===== config.mk =====
export PLATFORM = sky130hd
export DESIGN_NAME = hamming_bit_serializer
export DESIGN_NICKNAME = d
export VERILOG_FILES = /design/src/rtl/hamming_pkg.sv /design/src/rtl/hamming_word_buf.sv /design/src/rtl/hamming_bit_serializer.sv
export SDC_FILE = /design/constraint.sdc
export NUM_CORES = 1
export LEC_CHECK = 0
export BUFFER_PORTS_ARGS = -buffer_cell sky130_fd_sc_hd__clkbuf_2
export CAP_MARGIN = 20
export CORE_UTILIZATION = 50
export CTS_CLUSTER_DIAMETER = 100
export DETAILED_ROUTE_END_ITERATION = 6
export PLACE_DENSITY_LB_ADDON = 0.08
export SLEW_MARGIN = 20
export SYNTH_ARGS = -nofsm -noshare
export SYNTH_HDL_FRONTEND = slang
export SYNTH_SLANG_ARGS = --single-unit

===== constraint.sdc =====
create_clock -name clk -period 1.8 [get_ports clk]
set_input_delay 0.36 -clock clk [delete_from_list [all_inputs] [get_ports clk]]
set_output_delay 0.36 -clock clk [all_outputs]
set_load 0.02 [all_outputs]

===== src/rtl/hamming_pkg.sv =====
// Shared definitions for the Hamming serializer / accumulator pair.
// Optional macro HAMMING_SER_PRELOAD_EN is consumed by hamming_bit_serializer.
package hamming_pkg;

    localparam int HAMMING_N = 16;

    // Bit index counter width for an n-bit word (n >= 2).
    function automatic int calc_cnt_w(input int n);
        return $clog2(n);
    endfunction

    // Width of the downstream accumulator count, which must hold the value n.
    function automatic int calc_acc_w(input int n);
        return $clog2(n) + 1;
    endfunction

    localparam int HAMMING_ACC_W = $clog2(HAMMING_N) + 1;

    typedef enum logic {
        S_IDLE  = 1'b0,
        S_SHIFT = 1'b1
    } state_t;

endpackage


===== src/rtl/hamming_word_buf.sv =====
// Single-entry holding register with a full flag. Used by the serializer to
// park the next word pair while the current one is still shifting out.
module hamming_word_buf #(
    parameter int W = 32
) (
    input  logic         clk,
    input  logic         rst,
    input  logic         wr_en,
    input  logic         rd_en,
    input  logic [W-1:0] wr_data,
    output logic         full,
    output logic [W-1:0] rd_data
);

    // Capture on write, release on read; the owner never does both at once.
    always_ff @(posedge clk or posedge rst) begin
        if (rst) begin
            full    <= 1'b0;
            // NOTE: this is a single flop word, so resetting it is cheap and keeps
            // rd_data defined; a real RAM array would be left unreset and only
            // the full flag would qualify its contents.
            rd_data <= '0;
        end else if (wr_en) begin
            full    <= 1'b1;
            rd_data <= wr_data;
        end else if (rd_en) begin
            full    <= 1'b0;
        end
    end

endmodule


===== src/rtl/hamming_bit_serializer.sv =====
// Serializes a (garbler, evaluator) word pair LSB first into the sequential
// Hamming accumulator, flagging first/last bit and pulsing done once the
// accumulator's count is final.
// Define HAMMING_SER_PRELOAD_EN to add a holding register for gap-free
// back-to-back pairs.
module hamming_bit_serializer
    import hamming_pkg::*;
#(
    parameter  int N     = HAMMING_N,
    localparam int CNT_W = calc_cnt_w(N)
) (
    input  logic         clk,
    input  logic         rst,
    input  logic         in_valid,
    output logic         in_ready,
    input  logic [N-1:0] g_word,
    input  logic [N-1:0] e_word,
    output logic         g_bit,
    output logic         e_bit,
    output logic         bit_valid,
    output logic         first,
    output logic         last,
    output logic         done
);

    localparam logic [CNT_W-1:0] CNT_LAST = CNT_W'(N - 1);

    state_t             state;
    state_t             state_next;
    logic [N-1:0]       g_sr;
    logic [N-1:0]       e_sr;
    logic [CNT_W-1:0]   cnt;
    logic               accept;
    logic               at_last;
    logic               load_sr;
    logic [N-1:0]       load_g;
    logic [N-1:0]       load_e;

    assign accept  = in_valid & in_ready;
    assign at_last = (state == S_SHIFT) && (cnt == CNT_LAST);

`ifdef HAMMING_SER_PRELOAD_EN
    logic           hold_full;
    logic           hold_wr;
    logic           hold_rd;
    logic [2*N-1:0] hold_data;

    // A pair arriving mid-shift is parked; one arriving on the last bit with
    // the hold empty bypasses straight into the shift registers.
    assign in_ready = !hold_full;
    assign hold_wr  = accept && (state == S_SHIFT) && !at_last;
    assign hold_rd  = at_last && hold_full;

    hamming_word_buf #(
        .W (2 * N)
    ) u_word_buf (
        .clk     (clk),
        .rst     (rst),
        .wr_en   (hold_wr),
        .rd_en   (hold_rd),
        .wr_data ({g_word, e_word}),
        .full    (hold_full),
        .rd_data (hold_data)
    );
`else
    assign in_ready = (state == S_IDLE);
`endif

    // State register.
    always_ff @(posedge clk or posedge rst) begin
        if (rst) begin
            state <= S_IDLE;
        end else begin
            // NOTE: sequential state uses non-blocking assignment so every flop
            // samples pre-edge values regardless of block evaluation order.
            state <= state_next;
        end
    end

    // Next-state and shift-register load selection.
    always_comb begin
        // NOTE: every output of this block gets a default first, so no path
        // leaves a signal unassigned and no latch is inferred.
        state_next = state;
        load_sr    = 1'b0;
        load_g     = g_word;
        load_e     = e_word;
        case (state)
            S_IDLE: begin
                if (accept) begin
                    load_sr    = 1'b1;
                    state_next = S_SHIFT;
                end
            end
            S_SHIFT: begin
                if (at_last) begin
                    state_next = S_IDLE;
`ifdef HAMMING_SER_PRELOAD_EN
                    if (hold_full) begin
                        load_sr    = 1'b1;
                        load_g     = hold_data[2*N-1:N];
                        load_e     = hold_data[N-1:0];
                        state_next = S_SHIFT;
                    end else if (accept) begin
                        load_sr    = 1'b1;
                        state_next = S_SHIFT;
                    end
`endif
                end
            end
            default: state_next = S_IDLE;
        endcase
    end

    // Shift registers, bit counter and the done pulse registered from last.
    always_ff @(posedge clk or posedge rst) begin
        if (rst) begin
            g_sr <= '0;
            e_sr <= '0;
            cnt  <= '0;
            done <= 1'b0;
        end else begin
            done <= at_last;
            if (load_sr) begin
                g_sr <= load_g;
                e_sr <= load_e;
                cnt  <= '0;
            end else if (state == S_SHIFT) begin
                g_sr <= g_sr >> 1;
                e_sr <= e_sr >> 1;
                cnt  <= at_last ? '0 : cnt + CNT_W'(1);
            end
        end
    end

    // Serial outputs come only from registered state; idle cycles read as 0.
    assign bit_valid = (state == S_SHIFT);
    assign g_bit     = bit_valid & g_sr[0];
    assign e_bit     = bit_valid & e_sr[0];
    assign first     = bit_valid && (cnt == '0);
    assign last      = at_last;

endmodule


* Word-level counts from Yosys, hierarchy flattened
Cells that the tools add are included.
** Cells by class
- Add/subtract/negate cells :: 1
- Equality and inequality tests :: 1
- Mux-type cells :: 11
- Bitwise operators :: 4
- Reduce and logical (&&, ||, !) cells :: 4
** Operators with widths (count)
- $mux W16 :: 4
- $mux W4 :: 3
- $add A4 B1 Y4 const B :: 1
- $eq A4 B4 Y1 const B :: 1
- $logic_not A4 Y1 :: 1
- $and A1 B1 Y1 :: 3
- $mux W1 :: 3
- $logic_and A1 B1 Y1 :: 2
- $pmux W1 S2 :: 1
- $reduce_bool A2 Y1 :: 1
- $not A1 Y1 :: 1
** Storage, ports and cells
- Flip-flop bits (word level) :: 38
- Input bits :: 35
- Output and inout port bits :: 7

* Longest topological paths before layout
Gate-level depths: netlist of the first run.
- Depth in word-level cells :: 5
- Gate-level depth with buffers :: 5

* Least setup slack after synthesis of the first run
OpenSTA, ideal clock, no wires.
- Path kind :: reg-to-output
- Start :: register state (netlist: bit_valid)
- End :: output port first
- Arrival :: 1269 ps
- Setup slack :: 171 ps
- Stages on the path, launching flop included :: 4
- Path buffers :: 1
- Cells stage by stage :: dfrtp_1 -> buf_4 -> inv_1 -> nor4b_2
** Between the ends
- Cells in the longest elaborated chain, start to end :: 1
** RTL lines
- from (decl) :: RTL line hamming_bit_serializer.sv:28 : state_t state;
- from (signal assigned) :: RTL line hamming_bit_serializer.sv:76 : state <= state_next;
- $logic_and A1 B1 Y1 :: RTL line hamming_bit_serializer.sv:140 : assign first = bit_valid && (cnt == '0);
- to (decl) :: RTL line hamming_bit_serializer.sv:21 : output logic first,
Every way passes these cells.

* Final worst setup path of the first run
- Start :: register cnt[0]
- End :: output port last
** Between the ends
- Cells in the longest elaborated chain, start to end :: 2
** RTL lines
- from (decl) :: RTL line hamming_bit_serializer.sv:32 : logic [CNT_W-1:0] cnt;
- from (signal assigned) :: RTL line hamming_bit_serializer.sv:131 : cnt <= at_last ? '0 : cnt + CNT_W'(1);
- $eq A4 B4 Y1 :: RTL line hamming_bit_serializer.sv:40 : assign at_last = (state == S_SHIFT) && (cnt == CNT_LAST);
- $logic_and A1 B1 Y1 :: RTL line hamming_bit_serializer.sv:40
- to (decl) :: RTL line hamming_bit_serializer.sv:22 : output logic last,
Every way passes these cells.

==> results of run 1 <==
-- synth_stat cells --
| master | instances | area (µm²) |
|---|---|---|
| inv_1 | 4 | 15.0 |
| o311ai_1 | 1 | 8.76 |
| buf_6 | 2 | 22.5 |
| mux2i_1 | 32 | 320 |
| ha_1 | 2 | 25.0 |
| o21ai_2 | 1 | 8.76 |
| o21ai_0 | 6 | 30.0 |
| clkbuf_1 | 1 | 3.75 |
| buf_12 | 3 | 60.1 |
| nor4b_2 | 1 | 15.0 |
| buf_4 | 2 | 15.0 |
| buf_2 | 4 | 20.0 |
| nor2b_1 | 1 | 6.26 |
| nor2_1 | 5 | 18.8 |
| o21ai_1 | 26 | 130 |
| and2_1 | 2 | 12.5 |
| nand3_1 | 2 | 10.0 |
| dfrtp_1 | 38 | 951 |
| nand4_1 | 1 | 6.26 |
| o31ai_1 | 1 | 7.51 |
| nand2_1 | 36 | 135 |
-- cell families (layout without fill, tap and decap cells) --
group                    Yosys count  after routing  share of synthesized area [%]
adder cells (fa/ha/maj)            2              2                           1.37
multiplexers                      32             32                           17.6
flip-flops                        38             38                           52.2
AO/OA/AOI/OAI                     35             35                           10.2
buffers and inverters             16             61                           7.49
AND/OR/NAND/NOR                   48             48                           11.2
-- final cells by class --
| cell class | count | area [µm²] | share of cell area, % |
|---|---|---|---|
| clock buffers | 5 | 37.5 | 1.73 |
| clock inverters | 3 | 40.0 | 1.85 |
| inverters | 4 | 15.0 | 0.693 |
| multi-input cells | 117 | 776 | 35.8 |
| flip-flops and latches | 38 | 953 | 44.0 |
| well taps | 46 | 57.6 | 2.66 |
| repair buffers | 49 | 287 | 13.2 |
-- state kept, by name, indices dropped and copies added, names as in the netlist --
signal	cells
g_sr	16
done	1
bit_valid	1
cnt	4
e_sr	16
-- routing by layer --
metal,track usage [%],routed length [µm],vias to the layer above
met4,7.85,15,0
met1,23.1,1490,646
met3,3.68,155,2
li1,-,-,669
met2,31.0,1570,35
met5,0,0,-
-- per-stage QoR --
| stage | utilization (%) | TNS, ns |
|---|---|---|
| global placement | 59.0 | 0 |
| global route | 63.4 | -0.00910 |
| finish | 63.4 | 0 |
| floorplan | - | 0 |
| detailed placement | 59.0 | 0 |
| CTS | 61.7 | 0 |
-- power by group --
part           switching [mW]  internal [mW]
sequential              0.190           1.12
combinational           0.485          0.414
clock                   0.276          0.288
total                   0.951           1.82
-- final timing paths --
| kind | start | end | slack (ns) | depth (start not counted) |
|---|---|---|---|---|
| worst max register to register | bit_valid | cnt[2] | 0.57 | 4 |
| worst min-delay path | rst | g_sr[9] | 0.09 | 3 |
| max in group asynchronous | rst | bit_valid | 1.37 | 3 |
| worst max-delay path | cnt[0] | last | 0.06 | 4 |
| min in group clk | e_word[15] | e_sr[15] | 0.28 | 3 |
| worst min register to register | e_sr[5] | e_sr[4] | 0.49 | 2 |
-- cell usage in the layout, fill, tap and decap left out, types with 4 or more instances in the layout --
cell	n
nand2_1	36
nor2_1	4
buf_4	8
o21ai_0	6
clkbuf_2	39
clkbuf_4	5
dfrtp_1	36
mux2i_1	32
o21ai_1	26
-- critical path, cell delays in order, from the launching register on --
cell and delay, ns:
dfrtp_1 0.44, ha_4 0.18, nand3_2 0.09, nor2_2 0.19
buf_6 0.14
-- what timing repair did --
| item | in CTS | in global routing |
|---|---|---|
| gates cloned | 0 | 0 |
| endpoints found under the setup margin | 2 | 2 |
| pin swaps | 0 | 2 |
| resized for setup | 3 | 12 |
| setup buffers | 1 | 2 |
==> out/qor.csv, run 1 <==
stage;metric;value;unit
detailed_routing;vias_per_cell;5.16;
timing;min_period_over_period;96.7;%
die;dieArea;0.00389;mm²
timing;fin_skew;0.0116;ns
final_layout;n_antenna_cell;0;
place;dp_hpwl;2180;µm
critical_path;crit_fanout;4;
timing;slew_headroom;69.3;%
grt;grt_overflow;0;
clock_network;cts.sinks;38;
place;io_buffers;41;
final_layout;drive_gt1_share;31.0;%
grt;grt_pass1_wl;5550;µm
detailed_routing;avgRoutedWirePerCell;12.3;µm
timing;finalWorstSetupSlack;0.0585;ns
power_and_ir_drop;ir_worst_vdd;0.702;mV
final_layout;stdcell_count;262;
final_layout;fin_area;0.00217;mm²
die;core_region_area;0.00342;mm²
logic_synthesis;yosys_warnings;0;
outcome;status;finished, final reports clean;
logic_synthesis;synth_seq_area_share;52.2;%
power_and_ir_drop;finalPower;2.78;mW
clock_network;cts_tree;built;
final_layout;nets;252;
clock_network;cts_buffer_depth;2;
place;place_congestion;0.742;
die;rows;21;
grt;grt_pass1_vias;1282;
timing;hold_viol;0;
place;place_ws;0.336;ns
place;placedCellCount;251;
logic_synthesis;synthDistinctLibCells;21;
detailed_routing;drt-initial-drc-count;62;
grt;antenna_found_initial;0;
clock_network;cts_hold_buffers;0;
clock_network;cts_buffers;5;
logic_synthesis;syn_inst;171;
timing;hold_slack;0.0937;ns
critical_path;start_kind;flip-flop;
critical_path;worstPathRequired;1.44;ns
logic_synthesis;synth_area;0.00182;mm²
logic_synthesis;synth_area_per_cell;10.7;µm²
die;io-pin-count;42;
critical_path;arrival;1.38;ns
clock_network;clkTransAtPathRegs;0.12;ns
power_and_ir_drop;p_leak;1.10;nW
clock_network;clk_latency;0.34;ns
timing;slew_viol_final;0;
die;start_util;53.3;%
detailed_routing;via_count;1352;
power_and_ir_drop;power_density;1280;mW/mm²
timing;finalSetupViolations;0;
detailed_routing;first_pass_iters;5;
logic_synthesis;synth_nets;208;
critical_path;cp-end-kind;output pin;
detailed_routing;drt-total-wl;3230;µm
grt;grt_max_degree;39;
timing;period_needed;1.74;ns
die;die_x;62.4;µm
clock_network;root_buffer;clkbuf_4;
detailed_routing;ant_nets;0;
run;drv_cap;0;
logic_synthesis;ys_ff_latch;38;
die;die_y;62.4;µm
timing;max_freq;574;MHz
min_path;hold_class;in -> async;
detailed_routing;drc;0;
timing;worst_pin_slew;0.460;ns
place;dpl_cell_area;0.00201;mm²
final_layout;syn2layout_area_growth;18.9;%
grt;grt_util_all_layers;18.4;%
final_layout;final.fill_count;299;
clock_network;cts_max_level;2;
critical_path;worstSetupPathType;reg -> out;
Note: power is estimated with default switching activity, not from simulation.
==> inputs of run 2 (changes only) <==
- CAP_MARGIN: 20 -> 10
- RECOVER_POWER: unset -> 50
==> run 2 against run 1 <==
- clock power barely moved
- non-clock buffer count did not move
- combinational power fell by 0.4%
- via count rose by 0.22%
- hold slack improved by 0.16 ns
- maximum frequency barely moved
- sequential power barely moved
- largest power group unchanged
- design area fell by 0.12%
- critical endpoint unchanged
- sequential share of layout area rose by 0.051 points
- highest routed layer unchanged
==> out/qor.csv, run 2 (synthesized netlist as in run 1, its figures left out) <==
stage;metric;value;unit
outcome;status;finished, final reports clean;
final_layout;final_cell_mix;clkbuf_2, nand2_1, dfrtp_1;
run;drv_cap;0;
detailed_routing;vias_per_cell;5.17;
die;rows;21;
detailed_routing;drt-initial-drc-count;61;
detailed_routing;ant_nets;0;
detailed_routing;avgRoutedWirePerCell;12.3;µm
final_layout;reg.largest.list;e_sr x16, g_sr x16, cnt x4;
timing;finalSetupViolations;0;
die;io-pin-count;42;
place;dp_hpwl;2180;µm
timing;max_freq;574;MHz
clock_network;root_buffer;clkbuf_4;
grt;grt_util_all_layers;18.4;%
critical_path;worstSetupPathType;reg -> out;
timing;min_period_over_period;96.7;%
power_and_ir_drop;p_leak;1.10;nW
grt;grt_overflow;0;
clock_network;clk_latency;0.34;ns
timing;period_needed;1.74;ns
die;dieArea;0.00389;mm²
die;core_region_area;0.00342;mm²
die;die_x;62.4;µm
timing;slew_headroom;39.8;%
clock_network;cts_max_level;2;
final_layout;nets;252;
final_layout;fin_area;0.00216;mm²
detailed_routing;drc;0;
grt;grt_max_degree;39;
place;io_buffers;41;
place;place_congestion;0.742;
timing;fin_tns_setup;0;ns
critical_path;worstPathRequired;1.44;ns
detailed_routing;drt-total-wl;3230;µm
timing;slew_viol_final;0;
clock_network;cts_buffer_depth;2;
clock_network;cts.sinks;38;
final_layout;syn2layout_area_growth;18.7;%
detailed_routing;first_pass_iters;5;
power_and_ir_drop;finalPower;2.77;mW
final_layout;layout_commonest_cell;clkbuf_2;
die;die_y;62.4;µm
critical_path;start_kind;flip-flop;
final_layout;n_antenna_cell;0;
die;start_util;53.3;%
grt;grt_pass1_wl;5550;µm
clock_network;clkTransAtPathRegs;0.12;ns
critical_path;cp-end-kind;output pin;
timing;fin_skew;0.0116;ns
detailed_routing;via_count;1355;
critical_path;arrival;1.38;ns
timing;hold_viol;0;
critical_path;crit_fanout;4;
place;dpl_cell_area;0.00201;mm²
power_and_ir_drop;ir_worst_vdd;0.702;mV
min_path;hold_class;in -> async;
power_and_ir_drop;power_density;1280;mW/mm²
clock_network;cts_buffers;5;
timing;worst_pin_slew;0.903;ns
grt;grt_pass1_vias;1282;
grt;antenna_found_initial;0;
clock_network;cts_tree;built;
final_layout;drive_gt1_share;31.0;%
run 2: cell types whose count changed in the layout (fill, tap and decap cells not counted):
cell / previous run / this run
o21ai_0: 6 / 8
o21ai_1: 26 / 24
buf_4: 8 / 7
clkbuf_2: 39 / 40
run 2: critical path, stage by stage (launching register included):
cell and delay [ns]:
dfrtp_1 0.44, ha_4 0.18, nand3_2 0.09, nor2_2 0.19, buf_6 0.14
run 2: repair_timing:
item / 4_1_cts / 5_1_grt
buffers inserted: 1 / 2
resized for setup: 3 / 12
setup endpoints to repair: 2 / 2
pin swaps: 0 / 2
hold buffers: 0 / 0
run 2: worst paths after layout:
kind	startpoint	end	slack, ns	depth (start not counted)
worst max-delay path	cnt[0]	last	0.06	4
worst min-delay path	rst	g_sr[9]	0.26	3
worst max register to register	bit_valid	cnt[2]	0.57	4
worst min register to register	e_sr[5]	e_sr[4]	0.49	2
max in group asynchronous	rst	bit_valid	0.94	3
min in group clk	e_word[15]	e_sr[15]	0.28	3
run 2: stage by stage:
stage	cells	utilization (%)	setup WS, ns	hold slack [ns]
final	262	63.3	0.0587	0.258
after detailed placement	251	59.0	0.336	0.471
after floorplan	171	-	0.171	0.449
after CTS	260	61.7	0.00275	0.101
after global routing	262	63.3	-0.00462	0.298
after global placement	251	59.0	0.404	0.463
run 2: final cells by class:
| type | instances | area [µm²] |
|---|---|---|
| clock buffer | 5 | 37.5 |
| clock inverter | 3 | 40.0 |
| fill | 300 | 1250 |
| inverter | 4 | 15.0 |
| multi-input combinational | 117 | 776 |
| sequential | 38 | 953 |
| tap | 46 | 57.6 |
| timing repair buffer | 49 | 284 |
run 2: report_power, final:
part | internal, mW | switching [mW] | leakage [nW] | total (mW)
Combinational | 0.411 | 0.483 | 0.552 | 0.895
Clock | 0.288 | 0.276 | 0.0450 | 0.564
Sequential | 1.12 | 0.190 | 0.507 | 1.31
Total | 1.82 | 0.950 | 1.10 | 2.77
run 2: layer usage:
layer  track usage [%]  wire (µm)
met1              23.1       1490
met2              31.0       1580
met3              3.68        155
met4              7.85         15
met5                 0          0
